### config.mk
export PLATFORM = sky130hd
export DESIGN_NAME = tm1638_responder
export DESIGN_NICKNAME = d
export VERILOG_FILES = /design/src/rtl/tm1638_responder.sv
export SDC_FILE = /design/constraint.sdc
export NUM_CORES = 1
export LEC_CHECK = 0
export BUFFER_PORTS_ARGS = -buffer_cell sky130_fd_sc_hd__buf_2
export CORE_MARGIN = 4
export CORE_UTILIZATION = 55
export CTS_BUF_LIST = sky130_fd_sc_hd__clkbuf_16
export CTS_CLUSTER_SIZE = 12
export DETAILED_ROUTE_END_ITERATION = 16
export PLACE_DENSITY = 0.79
export RECOVER_POWER = 25
export SLEW_MARGIN = 20
export SYNTH_ARGS = -nofsm -noshare
export SYNTH_HDL_FRONTEND = slang
export SYNTH_SLANG_ARGS = --single-unit
### constraint.sdc
create_clock -name clk -period 6.14 [get_ports clk]
set_input_delay 0.307 -clock clk [delete_from_list [all_inputs] [get_ports clk]]
set_output_delay 0.307 -clock clk [all_outputs]
set_load 0.02 [all_outputs]
### src/rtl/tm1638_responder.sv
// tm1638_responder: device-side TM1638 serial responder, oversampled in clk.
// Decodes data / display-control / address commands, holds the 16-byte display
// RAM and shifts out 4 key-scan bytes on read commands.
//
// Ports:
//   clk, rst_n           system clock, async active-low reset
//   stb, sclk, dio_in    TM1638 pins from the host (asynchronous)
//   dio_out, dio_oe      DIO drive value and output enable during key read
//   key_state[31:0]      key-scan bytes, byte n = key_state[8n+7:8n]
//   disp_ram[127:0]      display RAM, address a = disp_ram[8a+7:8a]
//   disp_on, brightness  last display-control settings
//   frame_done           one-cycle pulse per synchronized STB rising edge
//
// Build option: TM1638_RESPONDER_FIXED_ADDR_EN enables fixed-address mode
// (data command bit2); when undefined, writes always auto-increment.

module tm1638_responder #(
    parameter int unsigned SYNC_STAGES = 2
) (
    input  logic         clk,
    input  logic         rst_n,
    input  logic         stb,
    input  logic         sclk,
    input  logic         dio_in,
    output logic         dio_out,
    output logic         dio_oe,
    input  logic [31:0]  key_state,
    output logic [127:0] disp_ram,
    output logic         disp_on,
    output logic [2:0]   brightness,
    output logic         frame_done
);

    localparam int unsigned BYTE_W = 8;
    localparam int unsigned KEY_W  = 32;
    localparam int unsigned RAM_W  = 128;

    typedef enum logic [2:0] {
        S_IDLE,
        S_CMD,
        S_WDATA,
        S_RDATA,
        S_IGNORE
    } state_e;

    // Pin synchronizers; STB and SCLK idle high so they reset high.
    logic [SYNC_STAGES-1:0] stb_sync_q;
    logic [SYNC_STAGES-1:0] sclk_sync_q;
    logic [SYNC_STAGES-1:0] dio_sync_q;
    logic                   stb_prev_q;
    logic                   sclk_prev_q;

    always_ff @(posedge clk or negedge rst_n) begin
        if (!rst_n) begin
            stb_sync_q  <= '1;
            sclk_sync_q <= '1;
            dio_sync_q  <= '0;
            stb_prev_q  <= 1'b1;
            sclk_prev_q <= 1'b1;
        end else begin
            stb_sync_q  <= {stb_sync_q[SYNC_STAGES-2:0], stb};
            sclk_sync_q <= {sclk_sync_q[SYNC_STAGES-2:0], sclk};
            dio_sync_q  <= {dio_sync_q[SYNC_STAGES-2:0], dio_in};
            stb_prev_q  <= stb_sync_q[SYNC_STAGES-1];
            sclk_prev_q <= sclk_sync_q[SYNC_STAGES-1];
        end
    end

    logic stb_cur_c, sclk_cur_c, dio_cur_c;
    logic stb_rise_c, stb_fall_c, sclk_rise_c, sclk_fall_c;

    assign stb_cur_c   = stb_sync_q[SYNC_STAGES-1];
    assign sclk_cur_c  = sclk_sync_q[SYNC_STAGES-1];
    assign dio_cur_c   = dio_sync_q[SYNC_STAGES-1];
    assign stb_rise_c  = ~stb_prev_q & stb_cur_c;
    assign stb_fall_c  = stb_prev_q & ~stb_cur_c;
    assign sclk_rise_c = ~sclk_prev_q & sclk_cur_c;
    assign sclk_fall_c = sclk_prev_q & ~sclk_cur_c;

    // Frame state, receive shifter and register file.
    state_e              state_q;
    logic [2:0]          bit_cnt_q;
    logic [BYTE_W-2:0]   shift_q;
    logic [KEY_W-1:0]    key_sr_q;
    logic [3:0]          ptr_q;
    logic [RAM_W-1:0]    ram_q;
    logic                disp_on_q;
    logic [2:0]          bright_q;
    logic                dio_out_q;
    logic                dio_oe_q;
    logic                frame_done_q;
`ifdef TM1638_RESPONDER_FIXED_ADDR_EN
    logic                fixed_q;
`endif

    // Byte completed by the current rising edge (LSB arrived first).
    logic [BYTE_W-1:0] rx_byte_c;
    assign rx_byte_c = {dio_cur_c, shift_q};

    always_ff @(posedge clk or negedge rst_n) begin
        if (!rst_n) begin
            state_q      <= S_IDLE;
            bit_cnt_q    <= '0;
            shift_q      <= '0;
            key_sr_q     <= '0;
            ptr_q        <= '0;
            ram_q        <= '0;
            disp_on_q    <= 1'b0;
            bright_q     <= '0;
            dio_out_q    <= 1'b1;
            dio_oe_q     <= 1'b0;
            frame_done_q <= 1'b0;
`ifdef TM1638_RESPONDER_FIXED_ADDR_EN
            fixed_q      <= 1'b0;
`endif
        end else begin
            frame_done_q <= 1'b0;
            // STB edges take priority over any SCLK edge in the same cycle.
            if (stb_rise_c) begin
                state_q      <= S_IDLE;
                bit_cnt_q    <= '0;
                dio_oe_q     <= 1'b0;
                dio_out_q    <= 1'b1;
                frame_done_q <= 1'b1;
            end else if (stb_fall_c) begin
                if (state_q == S_IDLE) begin
                    state_q   <= S_CMD;
                    bit_cnt_q <= '0;
                end
            end else begin
                case (state_q)
                    S_CMD, S_WDATA, S_IGNORE: begin
                        if (sclk_rise_c) begin
                            shift_q   <= {dio_cur_c, shift_q[BYTE_W-2:1]};
                            bit_cnt_q <= bit_cnt_q + 3'd1;
                            if (bit_cnt_q == 3'd7) begin
                                if (state_q == S_CMD) begin
                                    casez (rx_byte_c)
                                        8'b01??_????: begin
`ifdef TM1638_RESPONDER_FIXED_ADDR_EN
                                            fixed_q <= rx_byte_c[2];
`endif
                                            if (rx_byte_c[1]) begin
                                                key_sr_q <= key_state;
                                                state_q  <= S_RDATA;
                                            end else begin
                                                state_q  <= S_IGNORE;
                                            end
                                        end
                                        8'b10??_????: begin
                                            disp_on_q <= rx_byte_c[3];
                                            bright_q  <= rx_byte_c[2:0];
                                            state_q   <= S_IGNORE;
                                        end
                                        8'b11??_????: begin
                                            ptr_q   <= rx_byte_c[3:0];
                                            state_q <= S_WDATA;
                                        end
                                        default: state_q <= S_IGNORE;
                                    endcase
                                end else if (state_q == S_WDATA) begin
                                    ram_q[{ptr_q, 3'b000} +: BYTE_W] <= rx_byte_c;
`ifdef TM1638_RESPONDER_FIXED_ADDR_EN
                                    if (!fixed_q) begin
                                        ptr_q <= ptr_q + 4'd1;
                                    end
`else
                                    ptr_q <= ptr_q + 4'd1;
`endif
                                end
                            end
                        end
                    end
                    S_RDATA: begin
                        // Zero fill makes the output 0 once all 32 bits are out.
                        if (sclk_fall_c) begin
                            dio_oe_q  <= 1'b1;
                            dio_out_q <= key_sr_q[0];
                            key_sr_q  <= {1'b0, key_sr_q[KEY_W-1:1]};
                        end
                    end
                    default: ;
                endcase
            end
        end
    end

    assign disp_ram   = ram_q;
    assign disp_on    = disp_on_q;
    assign brightness = bright_q;
    assign dio_out    = dio_out_q;
    assign dio_oe     = dio_oe_q;
    assign frame_done = frame_done_q;

endmodule
# ---- Word-level counts from Yosys, hierarchy flattened
# Cells that the tools add are included.
# W data, S select, Z words.
dict set report word_totals {
  ff_bits 192
  inputBits 37
  output_inout_bits 135
  wordCells 101
}
dict set report op_classes {
  add_sub_neg 3
  eq_ne 17
  n_shift 2
  n_mux 34
  bitwise_logic 11
  reduce_logical 18
}
# op count
set ops {}
lappend ops {{$mux W32} 6}
lappend ops {{$bwmux W128} 1}
lappend ops {{$shift A8 B9 Y128 const A} 1}
lappend ops {{$shiftx A8 B9 Y128} 1}
lappend ops {{$pmux W32 S2} 1}
lappend ops {{$mux W3} 13}
lappend ops {{$reduce_and A7 Y1} 3}
lappend ops {{$mux W4} 3}
lappend ops {{$ne A2 B2 Y1 const B} 6}
lappend ops {{$reduce_bool A3 Y1} 4}
lappend ops {{$mux W1} 9}
lappend ops {{$neg A7 Y9} 1}
lappend ops {{$reduce_and A9 Y1} 1}
lappend ops {{$reduce_bool A2 Y1} 4}
lappend ops {{$not A1 Y1} 7}
lappend ops {{$eq A3 B2 Y1 const B} 2}
lappend ops {{$eq A3 B3 Y1 const B} 2}
lappend ops {{$pmux W3 S2} 1}
lappend ops {{$reduce_and A3 Y1} 2}
lappend ops {{$reduce_and A5 Y1} 1}
lappend ops {{$add A4 B1 Y4 const B} 1}
lappend ops {{$and A1 B1 Y1} 4}
lappend ops {{$eq A2 B2 Y1 const B} 2}
lappend ops {{$ne A2 B1 Y1 const B} 2}
lappend ops {{7 further kinds} 7}

# ---- Depth between registers and ports, before layout
# Gate-level depths: netlist of the first run.
dict set report logic_depth {
  ltp_word 8
  depth_mapped 9
  mapped_depth_nobuf 7
}

# ---- Worst setup path after synthesis of the first run
# Ideal clock, no wire load.
dict set report synth_path {
  kind {register to register}
  from {register ptr_q[0]}
  to {register ram_q[100], in the netlist disp_ram[100]}
  setup_time_ps 125
  t_arrival_ps 2341
  t_required_ps 6015
  setup_slack_ps 3674
  stages_incl_launch_ff 9
  n_path_buf 1
  synth_period_minus_slack_ps 2466
  path_cell_list {dfrtp_1 -> inv_1 -> ha_1 -> buf_2 -> or2_1 -> o21ai_2 -> a22oi_2 -> nor3b_2 -> mux2_2}
}
dict set report synth_between {
  elab_chain_cells 3
  elab_cells_between_ends 4
  cone_classes {add/sub: 1; shift: 2; mux: 1}
}
# element line
set synth_lines {}
lappend synth_lines {{start: declaration} 85} ;# logic [3:0] ptr_q;
lappend synth_lines {{start signal: assignment} 156} ;# ptr_q <= rx_byte_c[3:0];
lappend synth_lines {{start signal: assignment} 168} ;# ptr_q <= ptr_q + 4'd1;
lappend synth_lines {{$neg A7 Y9 *} 162} ;# ram_q[{ptr_q, 3'b000} +: BYTE_W] <= rx_byte_c;
lappend synth_lines {{$shiftx A8 B9 Y128 or $shift A8 B9 Y128 (tied branches)} 162}
lappend synth_lines {{$bwmux W128 *} 162}
lappend synth_lines {{end signal: indexed assignment} 162}
lappend synth_lines {{end: declaration} 86} ;# logic [RAM_W-1:0] ram_q;
# Every way passes the cells marked *; elsewhere a longest branch is shown, timed or not.
# A chain may end at the register's enable or synchronous reset.

# ---- Worst setup path after layout of the first run
dict set report layout_path {
  from {register ptr_q[0]}
  to {register ram_q[119], in the netlist disp_ram[119]}
}
# Same word-level chain as after synthesis.

==> impl_metrics.py, run 1 <==
metrics = {
    "status": {
        "status": "complete, but fails checks",
        "failed_checks": "hold timing",
    },
    "detailed_routing": {
        "drt_iter0_markers": 311,
        "final_antenna_net_count": 0,
        "firstDrtPassIters": 4,
        "routed_wl_um": 18810,
        "via_per_inst": 5.509,
        "vias": 5492,
        "avgRoutedWirePerCell_um": 18.86,
        "drc": 0,
    },
    "sta": {
        "tns_ns": 0,
        "min_period_ns": 3.033,
        "setup_viol_count_final": 0,
        "hold_violations": 2,
        "timing.final.ws_setup_ns": 3.107,
        "whs_ns": -0.002996,
        "rsz0062_at_grt": "false",
        "max_freq_mhz": 329.7,
        "max_slew_margin_pct": 35.56,
        "worstMarginPinSlew_ns": 0.9665,
        "min_period_over_period_pct": 49.40,
        "maxSlewViolCount": 0,
        "finClkSkew_ns": 0.007261,
    },
    "global_routing": {
        "grt-busiest-layer": "met2",
        "grtUsageTotal_pct": 22.87,
        "grt_max_degree": 110,
        "grtUsageMet1_pct": 28.84,
        "antenna_found_initial": 0,
        "use_met2_pct": 37.65,
        "grt_pass1_wl_um": 30010,
        "grt-ovfl-total": 0,
        "grt_pass1_vias": 5740,
        "gr-usage-met3_pct": 6.870,
    },
    "synth": {
        "synthFlopType": "dfrtp_1",
        "syn-num-nets": 678,
        "yosysUniqueCellTypes": 47,
        "synth_seq_area_share_pct": 58.19,
        "synthAdderAreaFrac_pct": 1.513,
        "synth_area_per_cell_um2": 13.11,
        "ys_warn_count": 0,
        "syn_area_mm2": 0.008272,
        "synth-compound-area-share_pct": 4.992,
        "synth_simple_gate_area_share_pct": 9.545,
        "synth_top_family_by_area": "multiplexers",
        "synth-xor-area-share_pct": 0.2118,
        "ys_ff_latch": 192,
        "synth-edff-count": 0,
        "syn_inst": 631,
        "async_flop_share_pct": 100.0,
        "yosys-mux-area-fraction_pct": 23.28,
    },
    "power_and_ir_drop": {
        "leakage_nw": 5.320,
        "finalPower_w": 0.002990,
        "peakVddDrop_mv": 0.1960,
        "pwr_density_cell_mw_per_mm2": 302.6,
    },
    "floorplan": {
        "ios": 172,
        "initial_core_util_pct": 56.48,
        "die_h_um": 130.6,
        "rows": 44,
        "die_width_um": 130.6,
        "core_mm2": 0.01464,
        "dieArea_mm2": 0.01707,
    },
    "cts": {
        "cts_inserted_buffers": 17,
        "clkTransAtPathRegs_ns": 0.07,
        "post_cts_buffers": 0,
        "clock-sinks": 192,
        "cts_hold_buf": 3,
        "cts-htree-levels": 4,
        "clockBufferDepth": 2,
        "cts.repair.resized": 0,
        "cts_tree": "built",
        "insertion_delay_ns": 0.43,
        "cts_root_buffer": "clkbuf_16",
    },
    "critical_path": {
        "ff2ff_setup_slack_ns": 3.11,
        "worst_ep_arrival_time_ns": 3.40,
        "start_kind": "flip-flop",
        "critPathCaptureType": "flip-flop",
        "crit_fanout": 19,
        "crit_type": "reg -> reg",
        "worstPathRequired_ns": 6.51,
    },
    "finish": {
        "layout_commonest_cell": "dfrtp_1",
        "drive_above_1_share_pct": 44.03,
        "area_delta_synth_final_pct": 19.45,
        "nets": 847,
        "layout_common_cells": "dfrtp_1 (185), buf_2 (158), mux2_2 (131)",
        "fillerInstances": 1124,
        "num_antenna_cells": 0,
    },
    "run": {
        "max_cap_viol_count": 0,
    },
    "placed_design": {
        "dp_slack_ns": 3.114,
        "place.gp.congestion": 0.8421,
        "hpwlAfterDp_um": 13330,
        "port_buffers": 171,
    },
    "min_path": {
        "min_path_type": "in -> async",
    },
}
[synthesized netlist by cell type (2+ instances only)]
cell	count	area, um2
a21oi_1	39	195.2
a31o_2	2	17.52
and2_1	23	143.9
and3_1	9	56.30
buf_2	9	45.04
buf_4	3	22.52
buf_6	3	33.78
clkbuf_1	13	48.80
dfrtp_1	185	4629
dfstp_2	7	183.9
ha_1	10	125.1
inv_1	10	37.54
mux2_2	131	1475
mux2_4	8	120.1
mux2i_1	33	330.3
nand2_1	15	56.30
nand3_1	8	40.04
nand4_1	2	12.51
nor2_1	48	180.2
nor2_2	10	62.56
nor2b_1	13	81.33
nor3_1	6	30.03
nor3b_1	3	22.52
nor3b_2	2	25.02
o21ai_0	13	65.06
o21ai_1	2	10.01
o21ai_2	2	17.52
or3b_1	2	17.52
xnor2_1	2	17.52
[stage by stage]
stage	util [%]	instances	instance area, um2
2_1_floorplan	-	631	8272
3_3_place_gp	63.12	962	9244
3_5_place_dp	63.12	962	9244
4_1_cts	67.55	997	9892
5_1_grt	67.47	997	9881
6_report	67.47	997	9881
[power breakdown]
group	switching (W)	leakage (nW)	total (W)	internal, W
Combinational	0.000168	2.50	0.000305	0.000137
Clock	0.000474	0.291	0.00115	0.000679
Sequential	0.000144	2.53	0.00153	0.00139
Total	0.000786	5.32	0.00299	0.00220
[routing by layer]
layer,vias up,routed length [um]
met5,-,0
met1,2741,7812
met2,178,9302
li1,2538,-
met4,0,382
met3,35,1308
[flip-flops by register name (all words and copies together) (netlist names), 2 cells and up]
name         count
disp_ram       128
key_sr_q        32
stb_sync_q       2
dio_sync_q       2
ptr_q            4
bit_cnt_q        3
brightness       3
sclk_sync_q      2
state_q          3
shift_q          7
[final timing paths]
check                                    from             to  cells after the start
worst max-delay path                 ptr_q[0]  disp_ram[119]                      6
worst min-delay path                    rst_n   disp_ram[44]                      1
worst max register to register       ptr_q[0]  disp_ram[119]                      6
worst min register to register  dio_sync_q[0]  dio_sync_q[1]                      0
max in group asynchronous               rst_n   disp_ram[66]                      2
min in group clk                key_state[31]   key_sr_q[31]                      3
[critical path, stage by stage (launching register included)]
cell     delay [ns]
dfrtp_1        0.68
inv_1          0.20
ha_1           0.51
nor3b_1        0.73
nor2b_1        0.47
and2_1         0.22
mux2_2         0.15
[kinds of logic after synthesis]
| group | count (synthesis) |
|---|---|
| multiplexers | 172 |
| AO/OA/AOI/OAI | 68 |
| AND/OR/NAND/NOR | 149 |
| buffers and inverters | 38 |
| flip-flops | 192 |
| adder cells (fa/ha/maj) | 10 |
| XOR/XNOR | 2 |
[layout make-up]
| type | count | area (um2) | area share [%] |
|---|---|---|---|
| Sequential cell | 192 | 4813 | 48.71 |
| Timing Repair Buffer | 178 | 910.9 | 9.219 |
| Tap cell | 184 | 230.2 | 2.330 |
| Clock buffer | 17 | 425.4 | 4.305 |
| Clock inverter | 15 | 192.7 | 1.950 |
| Inverter | 10 | 37.54 | 0.3799 |
| Multi-Input combinational cell | 401 | 3271 | 33.10 |
(Power assumes the default switching activity.)
==> run 2, diff against run 1 <==
==> constraint.sdc (replaced) <==
create_clock -name clk -period 3.01 [get_ports clk]
set_input_delay 0.1505 -clock clk [delete_from_list [all_inputs] [get_ports clk]]
set_output_delay 0.1505 -clock clk [all_outputs]
set_load 0.02 [all_outputs]
==> run 2 against run 1 <==
  * The run ends with capacitance limit, slew limit left
  * Sequential power grew 100%
  * Global-route usage fell by 0.40 points
  * Die area unchanged
  * Utilization is 0.14 points higher
  * Register-to-register slack got worse by 2.8 ns
  * Via count about the same
  * Final area is 0.20% higher
  * Critical path depth increased by 1
  * Fmax grew 12%
  * Worst hold slack gained 0.029 ns
  * Setup slack got worse by 2.8 ns
  * Total power increased by 98%
  * Largest cell class unchanged
  * Largest power group unchanged
==> impl_metrics.py, run 2 (synthesis results as in run 1) <==
metrics = {
    "sta": {
        "finClkSkew_ns": 0.006138,
        "rsz0062_at_grt": "false",
        "maxSlewViolCount": 92,
        "setup_viol_count_final": 0,
        "min_period_over_period_pct": 90.29,
        "tns_ns": 0,
        "min_period_ns": 2.718,
        "hold_violations": 0,
        "worstMarginPinSlew_ns": 2.235,
        "max_slew_margin_pct": -49.00,
        "max_freq_mhz": 367.9,
    },
    "finish": {
        "drive_above_1_share_pct": 42.11,
        "layout_commonest_cell": "dfrtp_1",
        "num_antenna_cells": 0,
        "stdcell_area_mm2": 0.009901,
        "largest_reg_flops": 128,
        "nets": 858,
        "area_delta_synth_final_pct": 19.69,
        "layout_common_cells": "dfrtp_1 (185), buf_2 (140), mux2_2 (131)",
        "stdcell_count": 1008,
    },
    "placed_design": {
        "place.gp.congestion": 0.8904,
        "hpwlAfterDp_um": 13380,
        "dpl-instance-area_mm2": 0.009324,
        "port_buffers": 171,
        "dp_cells": 971,
    },
    "power_and_ir_drop": {
        "power_frac_comb_pct": 11.3,
        "swShare_pct": 26.66,
        "leakage_nw": 5.276,
        "p_int_w": 0.004344,
        "p_sw_w": 0.001579,
        "pwr-share-clk_pct": 36.6,
        "peakVddDrop_mv": 0.4460,
        "pwr_density_cell_mw_per_mm2": 598.2,
        "p_seq_share_pct": 52.0,
    },
    "detailed_routing": {
        "firstDrtPassIters": 4,
        "via_per_inst": 5.452,
        "drc": 0,
        "final_antenna_net_count": 0,
        "avgRoutedWirePerCell_um": 18.26,
        "routed_wl_um": 18410,
        "drt_iter0_markers": 270,
        "vias": 5496,
    },
    "global_routing": {
        "grt_max_degree": 93,
        "grt_pass1_wl_um": 29790,
        "grt_pass1_vias": 5745,
        "grt-ovfl-total": 0,
        "antenna_found_initial": 0,
        "grtUsageTotal_pct": 22.47,
    },
    "critical_path": {
        "critPathCaptureType": "flip-flop",
        "crit_slowest_cell": "or3b_1",
        "path_cells": "inv_1 > ha_1 > or2_1 > o31ai_2 > o21ai_2 > or3b_1 > mux2_4",
        "path_depth": 7,
        "critical-path-top-delay-family": "simple AND/OR/NAND/NOR gates",
        "start_kind": "flip-flop",
        "worst_ep_arrival_time_ns": 3.02,
        "crit_type": "reg -> reg",
        "crit_fanout": 10,
        "path_buf_inv": 1,
        "startpoint": "ptr_q[1]",
        "worstPathRequired_ns": 3.32,
        "timing.rr.start": "ptr_q[1]",
        "ff2ff_path_depth": 7,
        "max_stage_delay_ns": 0.59,
    },
    "cts": {
        "cts_inserted_buffers": 17,
        "clockBufferDepth": 2,
        "cts_root_buffer": "clkbuf_16",
        "cts_tree": "built",
        "cts_hold_buf": 5,
        "insertion_delay_ns": 0.42,
        "post_cts_buffers": 0,
        "clock-sinks": 192,
        "cts.repair.resized": 0,
        "cts-htree-levels": 4,
        "clkTransAtPathRegs_ns": 0.07,
    },
    "floorplan": {
        "ios": 172,
        "die_width_um": 130.6,
        "dieArea_mm2": 0.01707,
        "initial_core_util_pct": 56.48,
        "core_mm2": 0.01464,
        "die_h_um": 130.6,
        "rows": 44,
    },
    "run": {
        "max_cap_viol_count": 1,
    },
    "min_path": {
        "hp-start": "key_state[20]",
        "min_path_type": "in -> reg",
        "whs_path_depth": 3,
    },
    "status": {
        "status": "complete, but fails checks",
        "failed_checks": "capacitance limit, slew limit",
    },
}
## run 2: final cells by class
| cell class | instances | area, um2 |
|---|---|---|
| Fill cell | 1091 | 4743 |
| Timing Repair Buffer | 189 | 978.4 |
| Clock inverter | 15 | 145.1 |
| Sequential cell | 192 | 4813 |
| Inverter | 10 | 37.54 |
| Tap cell | 184 | 230.2 |
| Multi-Input combinational cell | 401 | 3271 |
| Clock buffer | 17 | 425.4 |
## run 2: worst reg2reg max path, delay by kind of cell, from the launching register on
family          cells  cell delay, ns
compound gates      2            0.38
fa+ha+maj           1            0.28
flops               1            0.53
buf+inv             1            0.14
simple gates        2            0.90
mux                 1            0.38
## run 2: final timing paths
| path | end | slack (ns) |
|---|---|---|
| min in group asynchronous | disp_ram[45] | 0.90 |
| max in group asynchronous | key_sr_q[9] | 0.75 |
| worst min-delay path | key_sr_q[20] | 0.03 |
| worst min register to register | stb_sync_q[1] | 0.36 |
| worst max-delay path | disp_ram[35] | 0.29 |
| worst max register to register | disp_ram[35] | 0.29 |
## run 2: metal layers
layer | wire [um] | track usage (%) | part of all wire, %
met2 | 9257 | 38.25 | 50
met3 | 1364 | 6.707 | 7.4
met4 | 343 | 7.441 | 1.9
met1 | 7442 | 27.56 | 40
met5 | 0 | 0 | 0
## run 2: through the flow
stage	util (%)	worst slack (ns)	hold slack [ns]	total power (W)
after floorplan	-	0.5441	-0.1451	0.003531
after global placement	63.67	0.4809	0.2574	0.003736
after detailed placement	63.67	0.3065	0.2581	0.003802
after CTS	67.91	0.2895	0.01353	0.005973
after global routing	67.61	0.1747	0.03253	0.006209
final	67.61	0.2922	0.02555	0.005923
## run 2: power by group through the flow
stage	clock network, W	logic, W	registers, W
2_1_floorplan	0	0.000533	0.00300
3_3_place_gp	0	0.000627	0.00311
3_5_place_dp	0	0.000674	0.00313
4_1_cts	0.00221	0.000682	0.00308
5_1_grt	0.00232	0.000767	0.00312
6_report	0.00217	0.000672	0.00308
